### src/rtl/deser_queue_param.sv
// Serial-to-parallel front end feeding a DEPTH-entry word queue.
// Strobes are edge-detected in the clock domain; the queue tracks overflow and underflow with sticky flags.
module deser_queue_param #(
  parameter int WORD_WIDTH = 8,
  parameter int DEPTH      = 8,
  parameter bit MSB_FIRST  = 1'b1,
  parameter int LEN_WIDTH  = $clog2(DEPTH + 1)
) (
  input  logic                  clock,
  input  logic                  reset,
  input  logic                  data_in,
  input  logic                  write_in,
  output logic                  status_out,
  input  logic                  dequeue_in,
  output logic [WORD_WIDTH-1:0] data_out,
  output logic                  data_valid_out,
  output logic [LEN_WIDTH-1:0]  len_out,
  output logic                  overflow_out,
  output logic                  underflow_out,
  input  logic                  clear_in
);
  localparam int PTR_W = $clog2(DEPTH);
  localparam int CNT_W = $clog2(WORD_WIDTH);

  typedef struct packed {
    logic push;
    logic pop;
    logic drop;
    logic under;
  } q_ctl_t;

  logic [DEPTH-1:0][WORD_WIDTH-1:0] mem;
  logic [WORD_WIDTH-1:0]            shreg, shreg_next;
  logic [CNT_W-1:0]                 cnt;
  logic [PTR_W-1:0]                 wptr, rptr;
  logic                             write_prev, dequeue_prev;
  logic                             wr_edge, pop_edge, word_done, empty, full;
  logic [LEN_WIDTH-1:0]             next_len;
  q_ctl_t                           ctl;

  // Non-power-of-two depths need an explicit wrap point.
  function automatic logic [PTR_W-1:0] ptr_inc(input logic [PTR_W-1:0] p);
    return (p == PTR_W'(DEPTH - 1)) ? '0 : p + PTR_W'(1);
  endfunction

  generate
    if (MSB_FIRST) begin : g_msb
      assign shreg_next = {shreg[WORD_WIDTH-2:0], data_in};
    end else begin : g_lsb
      assign shreg_next = {data_in, shreg[WORD_WIDTH-1:1]};
    end
  endgenerate

  assign wr_edge   = write_in & ~write_prev;
  assign pop_edge  = dequeue_in & ~dequeue_prev;
  assign word_done = wr_edge && (cnt == CNT_W'(WORD_WIDTH - 1));
  assign empty     = (len_out == '0);
  assign full      = (len_out == LEN_WIDTH'(DEPTH));

  // A pop on an empty queue is an underflow even if a word lands on the same edge.
  always_comb begin
    ctl       = '0;
    ctl.pop   = pop_edge && !empty && !clear_in;
    ctl.under = pop_edge && empty && !clear_in;
    ctl.push  = word_done && (!full || ctl.pop) && !clear_in;
    ctl.drop  = word_done && full && !ctl.pop && !clear_in;
    next_len  = len_out;
    if (clear_in) begin
      next_len = '0;
    end else begin
      unique case ({ctl.push, ctl.pop})
        2'b10:   next_len = len_out + LEN_WIDTH'(1);
        2'b01:   next_len = len_out - LEN_WIDTH'(1);
        default: next_len = len_out;
      endcase
    end
  end

  always_ff @(posedge clock) begin
    if (ctl.push) mem[wptr] <= shreg_next;
  end

  always_ff @(posedge clock) begin
    if (reset) begin
      write_prev     <= 1'b0;
      dequeue_prev   <= 1'b0;
      shreg          <= '0;
      cnt            <= '0;
      wptr           <= '0;
      rptr           <= '0;
      len_out        <= '0;
      status_out     <= 1'b0;
      data_out       <= '0;
      data_valid_out <= 1'b0;
      overflow_out   <= 1'b0;
      underflow_out  <= 1'b0;
    end else begin
      write_prev     <= write_in;
      dequeue_prev   <= dequeue_in;
      len_out        <= next_len;
      status_out     <= (next_len < LEN_WIDTH'(DEPTH));
      data_valid_out <= ctl.pop;
      if (clear_in) begin
        shreg         <= '0;
        cnt           <= '0;
        wptr          <= '0;
        rptr          <= '0;
        overflow_out  <= 1'b0;
        underflow_out <= 1'b0;
      end else begin
        if (wr_edge) begin
          shreg <= shreg_next;
          cnt   <= word_done ? '0 : cnt + CNT_W'(1);
        end
        if (ctl.push) wptr <= ptr_inc(wptr);
        if (ctl.pop) begin
          data_out <= mem[rptr];
          rptr     <= ptr_inc(rptr);
        end
        if (ctl.drop)  overflow_out  <= 1'b1;
        if (ctl.under) underflow_out <= 1'b1;
      end
    end
  end
endmodule

### config.mk
export PLATFORM = sky130hd
export DESIGN_NAME = deser_queue_param
export DESIGN_NICKNAME = d
export VERILOG_FILES = /design/src/rtl/deser_queue_param.sv
export SDC_FILE = /design/constraint.sdc
export NUM_CORES = 1
export LEC_CHECK = 0
export CORE_ASPECT_RATIO = 1.25
export CORE_MARGIN = 2
export CORE_UTILIZATION = 60
export CTS_CLUSTER_SIZE = 20
export DETAILED_ROUTE_END_ITERATION = 12
export MAX_ROUTING_LAYER = met4
export PLACE_DENSITY_LB_ADDON = 0.25
export SETUP_SLACK_MARGIN = 0.15
export SLEW_MARGIN = 20
export SYNTH_ARGS = -nofsm -noshare
export SYNTH_HDL_FRONTEND = slang
export SYNTH_SLANG_ARGS = --single-unit
### constraint.sdc
create_clock -name clock -period 9.2 [get_ports clock]
set_input_delay 0.92 -clock clock [delete_from_list [all_inputs] [get_ports clock]]
set_output_delay 0.92 -clock clock [all_outputs]
set_load 0.05 [all_outputs]
Yosys cells after proc, flatten, opt, wreduce, memory -nomap -nowiden
Index checks and enable logic that the tools add are counted.

word-level totals
  bits in registers = 98
  input bits = 6
  output and inout port bits = 16

operators by class
  $add $sub $neg = 5
  order comparisons = 4
  equal/unequal tests = 6
  multiplexer cells = 10
  bitwise operators = 5
  reduce and logical (&&, ||, !) cells = 19

operator list
  kind                   count
  $bwmux W64             1
  $bmux W8 S3            1
  $demux W8 S3           1
  $mux W8                2
  $logic_and A1 B1 Y1    11
  $add A3 B1 Y3 const B  3
  $eq A3 B3 Y1 const B   3
  $mux W3                3
  $lt A3 B4 Y1 const B   2
  $pmux W4 S2            1
  $add A4 B1 Y4 const B  1
  $eq A4 B4 Y1 const B   1
  $logic_not A1 Y1       4
  $logic_not A4 Y1       1
  $lt A4 B4 Y1 const B   1
  $mux W4                1
  $sub A4 B1 Y4 const B  1
  $ge A3 B1 Y1 const B   1
  $not A1 Y1             3
  $and A1 B1 Y1          2
  $eq A2 B1 Y1 const B   1
  $eq A2 B2 Y1 const B   1
  $reduce_and A2 Y1      1
  $reduce_or A2 Y1       1
  $logic_or A1 B1 Y1     1

Longest topological paths before layout
Gate-level depths: netlist (run 1).

  depth in word-level cells = 11
  gate-level depth with buffers = 12
  mapped depth without buffers = 10

Least setup slack after synthesis (run 1)
Ideal clock, no wire load.

  path type = input -> register
  from = in clear_in
  to = reg len_out[3]
  library setup time = 0.121 ns
  data arrival time = 3.428 ns
  path slack = 5.651 ns
  cell stages on the path = 11
  buffers on the path = 2
  cell sequence = or3b_4 -> or2_1 -> clkbuf_1 -> inv_2 -> buf_4 -> ha_1 -> ha_1 -> a21o_1 -> a21oi_1 -> mux2i_1 -> mux2_2

RTL lines
  element               RTL line  RTL
  from (decl)           20        input logic clear_in
  to (signal assigned)  100       len_out <= next_len;
  to (decl)             17        output logic [LEN_WIDTH-1:0] len_out,

Worst setup path in the final report (run 1)
  from = in clear_in
  to = reg len_out[3]

on the way
  longest elaborated chain between the ends = 8
  elaborated cells between the ends (all ways) = 9
  classes of those cells = eq/ne (2); mux (2); reduce/logical (5)

RTL lines
  element                                              RTL line  RTL
  $logic_not A1 Y1                                     63, 65
  $logic_and A1 B1 Y1                                  63        ctl.pop = pop_edge && !empty && !clear_in;
  $logic_or A1 B1 Y1                                   65        ctl.push = word_done && (!full || ctl.pop) && !clear_in;
  $logic_and A1 B1 Y1 (2 in a row)                     65
  $eq A2 B1 Y1 / $eq A2 B2 Y1 (equally long branches)  71        unique case ({ctl.push, ctl.pop})
  $pmux W4 S2                                          71
  $mux W4 *                                            68        if (clear_in) begin

Mark *: on every way between the ends. The rest lies on a longest branch, timed or not.
A chain may end at the register's enable or synchronous reset.

==> metrics list, run 1 <==
- CTS placed an instance of clkbuf_8 at the clock tree root.
* HP Class: flip-flop to flip-flop
* CTS tree: done
- The floorplan has 32 rows.
* Pin slew with the least headroom to its limit: 0.862 ns
* Data arrival time of the critical path: 4.13 ns
- The clock passes through at most 2 buffers.
* Fin Setup TNS: 0 ns
- Of the available clock period, the critical path in the final layout requires 42.2%.
- For this run, design rule violations remaining after detail routing come to 0.
- Data on the critical path is required at its endpoint by 9.45 ns.
- The number of buffers and inverters on the critical path is 2.
* Sum of routed wire length over all layers: 6.57 mm
- Post-cts sizing count: 0
* Initial drt markers: 180
- Core Box Area: 0.00625 mm^2
* Count of state elements after synthesis: 98
* Share of synthesized flip-flops with an asynchronous set or reset: 0%
- Synthesis produced a netlist whose cell count is 267.
- Seq. cell area: 0.00260 mm^2
* Pin count of the biggest net entering global routing: 24
- # diodes: 0
* Ordered list of cells on the worst path: clkdlybuf4s50_1 -> or3b_4 -> or2_1 -> inv_2 -> ha_1 -> ha_1 -> a21o_1 -> a21oi_1 -> mux2i_1 -> mux2_2
- The die is 76.3 um wide.
- Yosys printed 0 warnings.
- The critical path crosses 10 cells after its start point.
* Starting density of the core: 62.8%
- 22 I/O pins were placed.
- Delay of the slowest cell on the worst path: 0.52 ns
- IO buf count: 21
- The via count of the first global-routing pass was 2,041.
- For this run the aggregate overflow at the end of global routing stands at 0.
- Reg2Reg Depth: 10
- Global routing consumed, over all layers together, 21.0% of the routing resources.
* Setup repair after global routing missed its margin: false
- Most prevalent standard cell on the critical path: ha_1
- The first global-routing pass estimated 10.6 mm of wire.
- The area growth from synthesis to layout is 11.8%.
* Maximum Capacitance Violations: 0
* Peak clock frequency supported by timing: 0.257 GHz
- Top area cells in the synthesized netlist: edfxtp_1, dfxtp_1, mux4_2
- The worst setup path is launched from an input port.
* Cell family with the largest share of critical-path delay: buffers and inverters
- The count of nets left with antenna violations once routing finished came out at 0.
- Post-CTS setup buffer count: 0
- H-tree depth: 3
* Hold Path Stages: 2
- Summed over all instances, the cell type with the most area after synthesis is edfxtp_1.
- Top-count cell post-synth: edfxtp_1
- The worst setup path is of the input port to flip-flop kind.
- Status: finished clean
* Max_slew headroom: 42.5%
- The number of pins with negative max-slew slack in the final report is 0.
- Setup crit end kind: flip-flop
* Largest voltage drop on the vdd net: 0.110 mV
- In the final layout, the share of cells above drive strength 1 is 16.8%.
* Peak fanout along the critical path: 19
- Fillcell total: 439
- Multi-input gate area in the final layout: 0.00123 mm^2
- Number of nets in the final layout: 303
- Cts bufs inserted: 9
- The number of antenna violations at the first check in global routing was 0.
- Clock-pin slew on the worst setup and hold paths: 0.09 ns
* Hold violation total from the final report: 0
- Total iterations of the first detailed-routing run: 4
- The clock drives 98 sinks.
- After clock tree synthesis, the flow added hold-fix buffers numbering 0.
- Routed wire length per instance: 17.4 um
* Worst-path cell with the longest stage delay: clkdlybuf4s50_1
- Height of the die: 94.4 um
* Total Die Area: 0.00721 mm^2
* Top cell type's share of synthesized area: 49.0%
- Summed over all cells, the static leakage comes to 1.47 nW.
- Sum of internal, switching and leakage power: 726 uW
* Syn avg cell area: 14.7 um^2
* Last weighted congestion value of the routability-driven placer: 0.740
* Power Dens Cells: 165 mW/mm^2
* Final Critical Period: 3.89 ns
- Main flop type after synthesis: edfxtp_1
* Sequential share of the synthesized area: 66.3%
* Cell types with the highest counts after synthesis: edfxtp_1, dfxtp_1, nand2_1
- Skew final: 0.00838 ns
* Final setup vio count: 0
- In this run, synthesis inferred 64 flip-flops with an integrated enable.
- Number of unique standard cell types used by synthesis: 38
* Total half-perimeter wirelength after legalization and detailed placement: 4.36 mm
- Counting every net in the synthesized netlist gives 283.
* Area of the mapped netlist: 0.00393 mm^2
- Summing over every cut layer, the via total after detailed routing is 2,124.
- Skew-Pair Late Insertion Delay: 0.35 ns
- In the routed layout, each cell is associated on average with a via count of 5.63.
[path summary, 6_finish.rpt]
path              slack (ns)    endpoint  startpoint
setup / recovery        5.31  len_out[3]    clear_in
hold / removal          0.46      cnt[2]      cnt[2]
setup reg to reg        6.10  len_out[3]      cnt[0]
hold reg to reg         0.46      cnt[2]      cnt[2]
[worst register-to-register path, delay by kind of cell (launching register included)]
kind / cells / cell delay, ns
compound gates: 3 / 0.91
fa+ha+maj: 4 / 1.06
flops: 1 / 0.36
mux: 2 / 0.57
simple gates: 1 / 0.10
[state kept, by name, indices dropped and copies added, names as in the netlist]
signal,flops
write_prev,1
len_out,4
data_out,8
status_out,1
mem,64
wptr,3
data_valid_out,1
underflow_out,1
overflow_out,1
shreg,7
cnt,3
rptr,3
dequeue_prev,1
[logic make-up (layout without fill, tap and decap cells)]
family,after synthesis,in the layout,synth area share (%)
flip-flops,98,98,66.3
AND/OR/NAND/NOR,77,77,10.1
AO/OA/AOI/OAI,30,30,4.56
multiplexers,29,29,12.5
buffers and inverters,21,46,2.68
adder cells (fa/ha/maj),10,10,3.38
XOR/XNOR,2,2,0.446
[where the power goes]
part	switching, mW	leakage, nW	internal (mW)
clock network	0.142	0.0882	0.106
logic	0.00804	0.472	0.00442
registers	0.000909	0.905	0.465
total	0.151	1.47	0.574
[per-stage QoR]
step                cell area (um^2)  worst slack [ns]  cells  utilization, %  hold WS [ns]
finish                          4390              5.31    377            70.2         0.460
global route                    4390              5.15    377            70.2         0.485
CTS                             4390              5.34    377            70.2         0.466
detailed placement              4210              4.94    361            67.3         0.455
global placement                4210              5.03    361            67.3         0.445
floorplan                       3930              5.65    267               -         0.435
[cell usage in the layout (no fill, tap or decap), types with 3 or more instances in the layout]
master / count
nor3_1: 4
edfxtp_1: 64
nor2b_1: 4
a211oi_1: 8
a21oi_1: 18
inv_1: 3
clkdlybuf4s50_1: 21
nand2_1: 24
nand3b_1: 4
nor2_1: 23
ha_1: 9
dfxtp_1: 34
mux2i_1: 12
buf_4: 5
clkbuf_8: 10
mux4_2: 16
[area by class of cell]
cell class	count	area share, %
Clock inverter	6	0.970
Tap cell	85	2.42
Inverter	4	0.342
Sequential cell	98	59.3
Timing Repair Buffer	26	5.65
Clock buffer	10	3.14
Multi-Input combinational cell	148	28.2
[metal layers]
metal | global-route usage, % | routed length [um] | up-vias
li1 | - | - | 1037
met1 | 24.0 | 2760 | 1034
met2 | 35.3 | 3400 | 47
met3 | 5.35 | 298 | 6
met4 | 9.55 | 113 | 0
met5 | - | 0 | -
No activity file was read; power rests on OpenSTA's default activity.
==> run 2, diff against run 1 <==
--- a/config.mk
+++ b/config.mk
@@ -7,7 +7,7 @@
 export LEC_CHECK = 0
 export CORE_ASPECT_RATIO = 1.25
 export CORE_MARGIN = 2
-export CORE_UTILIZATION = 60
+export CORE_UTILIZATION = 59
 export CTS_CLUSTER_SIZE = 20
 export DETAILED_ROUTE_END_ITERATION = 12
 export MAX_ROUTING_LAYER = met4
==> constraint.sdc (replaced) <==
create_clock -name clock -period 3.7 [get_ports clock]
set_input_delay 0.37 -clock clock [delete_from_list [all_inputs] [get_ports clock]]
set_output_delay 0.37 -clock clock [all_outputs]
set_load 0.05 [all_outputs]
==> metrics list, run 2 (synthesis results as in run 1) <==
- IO buf count: 21 (unchanged)
* Antenna violation net count after detailed routing: 0 (unchanged)
- The met1 track utilization from global routing came to 24.4% (+0.43 points).
- The data arrival time of the critical path is 3.27 ns (-0.86 ns).
* Share of the clock period used by the worst path: 82.0%
- Req. time, crit path: 3.94 ns (-5.51 ns)
- Pin slew with the least headroom to its limit: 0.859 ns (-0.00337 ns)
- The worst setup path is captured at a flip-flop.
- Global routing usage on met3: 3.41% (-1.9 points)
* Largest registers: mem: 64 flops, data_out: 8 flops, shreg: 7 flops
* GRT met2 Usage: 32.7% (-2.6 points)
* Floorplan die width: 77.0 um (+0.80%)
- The number of DRC violations after detailed-routing iteration 0 came to 169 (-6.1%).
- The worst slew slack as a fraction of its limit was 42.7% (+0.23 points).
* Pin count of the biggest net entering global routing: 24 (unchanged)
- TritonCTS built the clock tree.
- I/O pin count: 22 (unchanged)
- The number of antenna diodes came to 0 (unchanged).
* Starting density of the core: 60.5% (-2.3 points)
- The share of cells above drive strength 1 was 16.4% (-0.39 points).
- Maximum Capacitance Violations: 0 (unchanged)
- Routed wire length per instance: 16.3 um (-6.3%)
- Final Critical Period: 3.03 ns
- The number of levels the H-tree was split into was 3 (unchanged).
- The root buffer cell chosen for the clock tree is clkbuf_8.
- The min-delay analysis places its worst path in the category flip-flop to flip-flop.
* Placement Rows: 33 (+3.1%)
- Status: finished clean
* Biggest register: mem
* Critical Setup Path Class: input port to flip-flop
- The layout filler cell count was 466 (+6.2%).
- The ratio of total power to cell area came to 399 mW/mm^2 (+140%).
- Residual overflow from global routing: 0 (unchanged)
- The buffer levels on the longest clock path came to 2 (unchanged).
* Skew-Pair Late Insertion Delay: 0.35 ns (about the same)
- Gr busiest metal: met2
- Number of pins exceeding their max-slew limit in the final report: 0 (unchanged)
- The clock-pin slew on the worst setup and hold paths was 0.08 ns (about the same).
- The count of final setup violators was 0 (unchanged).
* Number of nets in the final layout: 310 (+2.3%)
* Last weighted congestion value of the routability-driven placer: 0.815 (+10%)
- Core Box Area: 0.00648 mm^2 (+3.8%)
- The number of antenna violations at the first check in global routing was 0 (unchanged).
- Most frequent cells in the layout: edfxtp_1, dfxtp_1, nand2_1
- Total Die Area: 0.00732 mm^2 (+1.6%)
- The number of flip-flops in the largest register came to 64 (unchanged).
* Height of the die: 95.2 um (+0.81%)
- The largest voltage drop on the vdd net was 0.198 mV (+80%).
- Critical path launch point type: input port
- The number of placed instances, taps included came to 370 (+2.5%).
- Timing would allow up to 0.330 GHz.
- Peak fanout along the critical path: 9 (-10)
* Total iterations of the first detailed-routing run: 4 (unchanged)
* Post-cts sizing count: 0 (unchanged)
- The post-route setup TNS is 0 ns (unchanged).
* Cts bufs inserted: 9 (unchanged)
* Reg2Reg Depth: 10 (unchanged)
- The count of placed standard cells in the final layout, fillers left out was 386 (+2.4%).
* Via-per-instance ratio: 5.52 (-2.1%)
- From synthesis to final layout, the design area changed by 12.2%.
- Setup repair after global routing missed its margin: false
- Leakage power figure: 1.48 nW (+1.3%)
- Number of global-route vias before repair: 2,082 (+2.0%)
- The routed wire length is 6.30 mm (-4.1%).
- Most common library cell in the layout ignoring fill and taps: edfxtp_1
* Fin Hold WS: 0.462 ns (+0.00183 ns)
* Routed via count: 2,130 (+0.28%)
* Hold violation total from the final report: 0 (unchanged)
* Aggregate global-route resource usage: 19.5% (-1.5 points)
- Sum of internal, switching and leakage power: 1.76 mW (+140%)
- The detailed-route DRC error count was 0 (unchanged).
- Hold Path Stages: 2 (unchanged)
- Skew final: 0.0100 ns (+0.00163 ns)
- The global-route wire length before repair came to 10.3 mm (-2.7%).
- The count of hold buffers inserted by post-cts repair is 0 (unchanged).
- Post-CTS setup buffer count: 0 (unchanged)
- Total half-perimeter wirelength after legalization and detailed placement: 4.27 mm (-2.3%)
* TritonCTS sink count: 98 (unchanged)
-- run 2: final cells by class --
type	count	area [um^2]	area share (%)
repair buffers	33	300	6.82
clock inverters	6	33.8	0.767
clock buffers	10	128	2.90
multi-input cells	148	1220	27.6
flip-flops and latches	98	2600	59.1
inverters	4	15.0	0.341
well taps	87	109	2.47
-- run 2: path summary, 6_finish.rpt --
path	startpoint	end	slack (ns)
setup / recovery	dequeue_in	len_out[3]	0.67
hold / removal	cnt[2]	cnt[2]	0.46
setup reg to reg	cnt[0]	len_out[3]	0.77
hold reg to reg	cnt[2]	cnt[2]	0.46
-- run 2: power by group --
part	switching (mW)	leakage, nW	internal (mW)
Sequential	0.00224	0.905	1.15
Combinational	0.0195	0.508	0.0117
Clock	0.333	0.0710	0.238
-- run 2: layer usage --
layer,vias up,routed length (um)
met1,1032,2810
met2,37,3170
met3,6,240
met5,-,0
met4,0,80
li1,1055,-
-- run 2: metrics by stage --
| stage | cell area [um^2] | util (%) | worst slack (ns) |
|---|---|---|---|
| floorplan | 3930 | - | 0.539 |
| global placement | 4240 | 65.5 | 0.403 |
| detailed placement | 4240 | 65.5 | 0.298 |
| CTS | 4410 | 68.0 | 0.669 |
| global route | 4410 | 68.0 | 0.482 |
| finish | 4410 | 68.0 | 0.668 |
-- run 2: worst max-delay path: stages --
cell	delay (ns)
clkdlybuf4s50_1	0.47
or3b_4	0.39
or2_1	0.31
inv_2	0.08
ha_1	0.32
ha_1	0.30
a21o_1	0.18
a21oi_1	0.27
mux2i_1	0.24
mux2_2	0.34
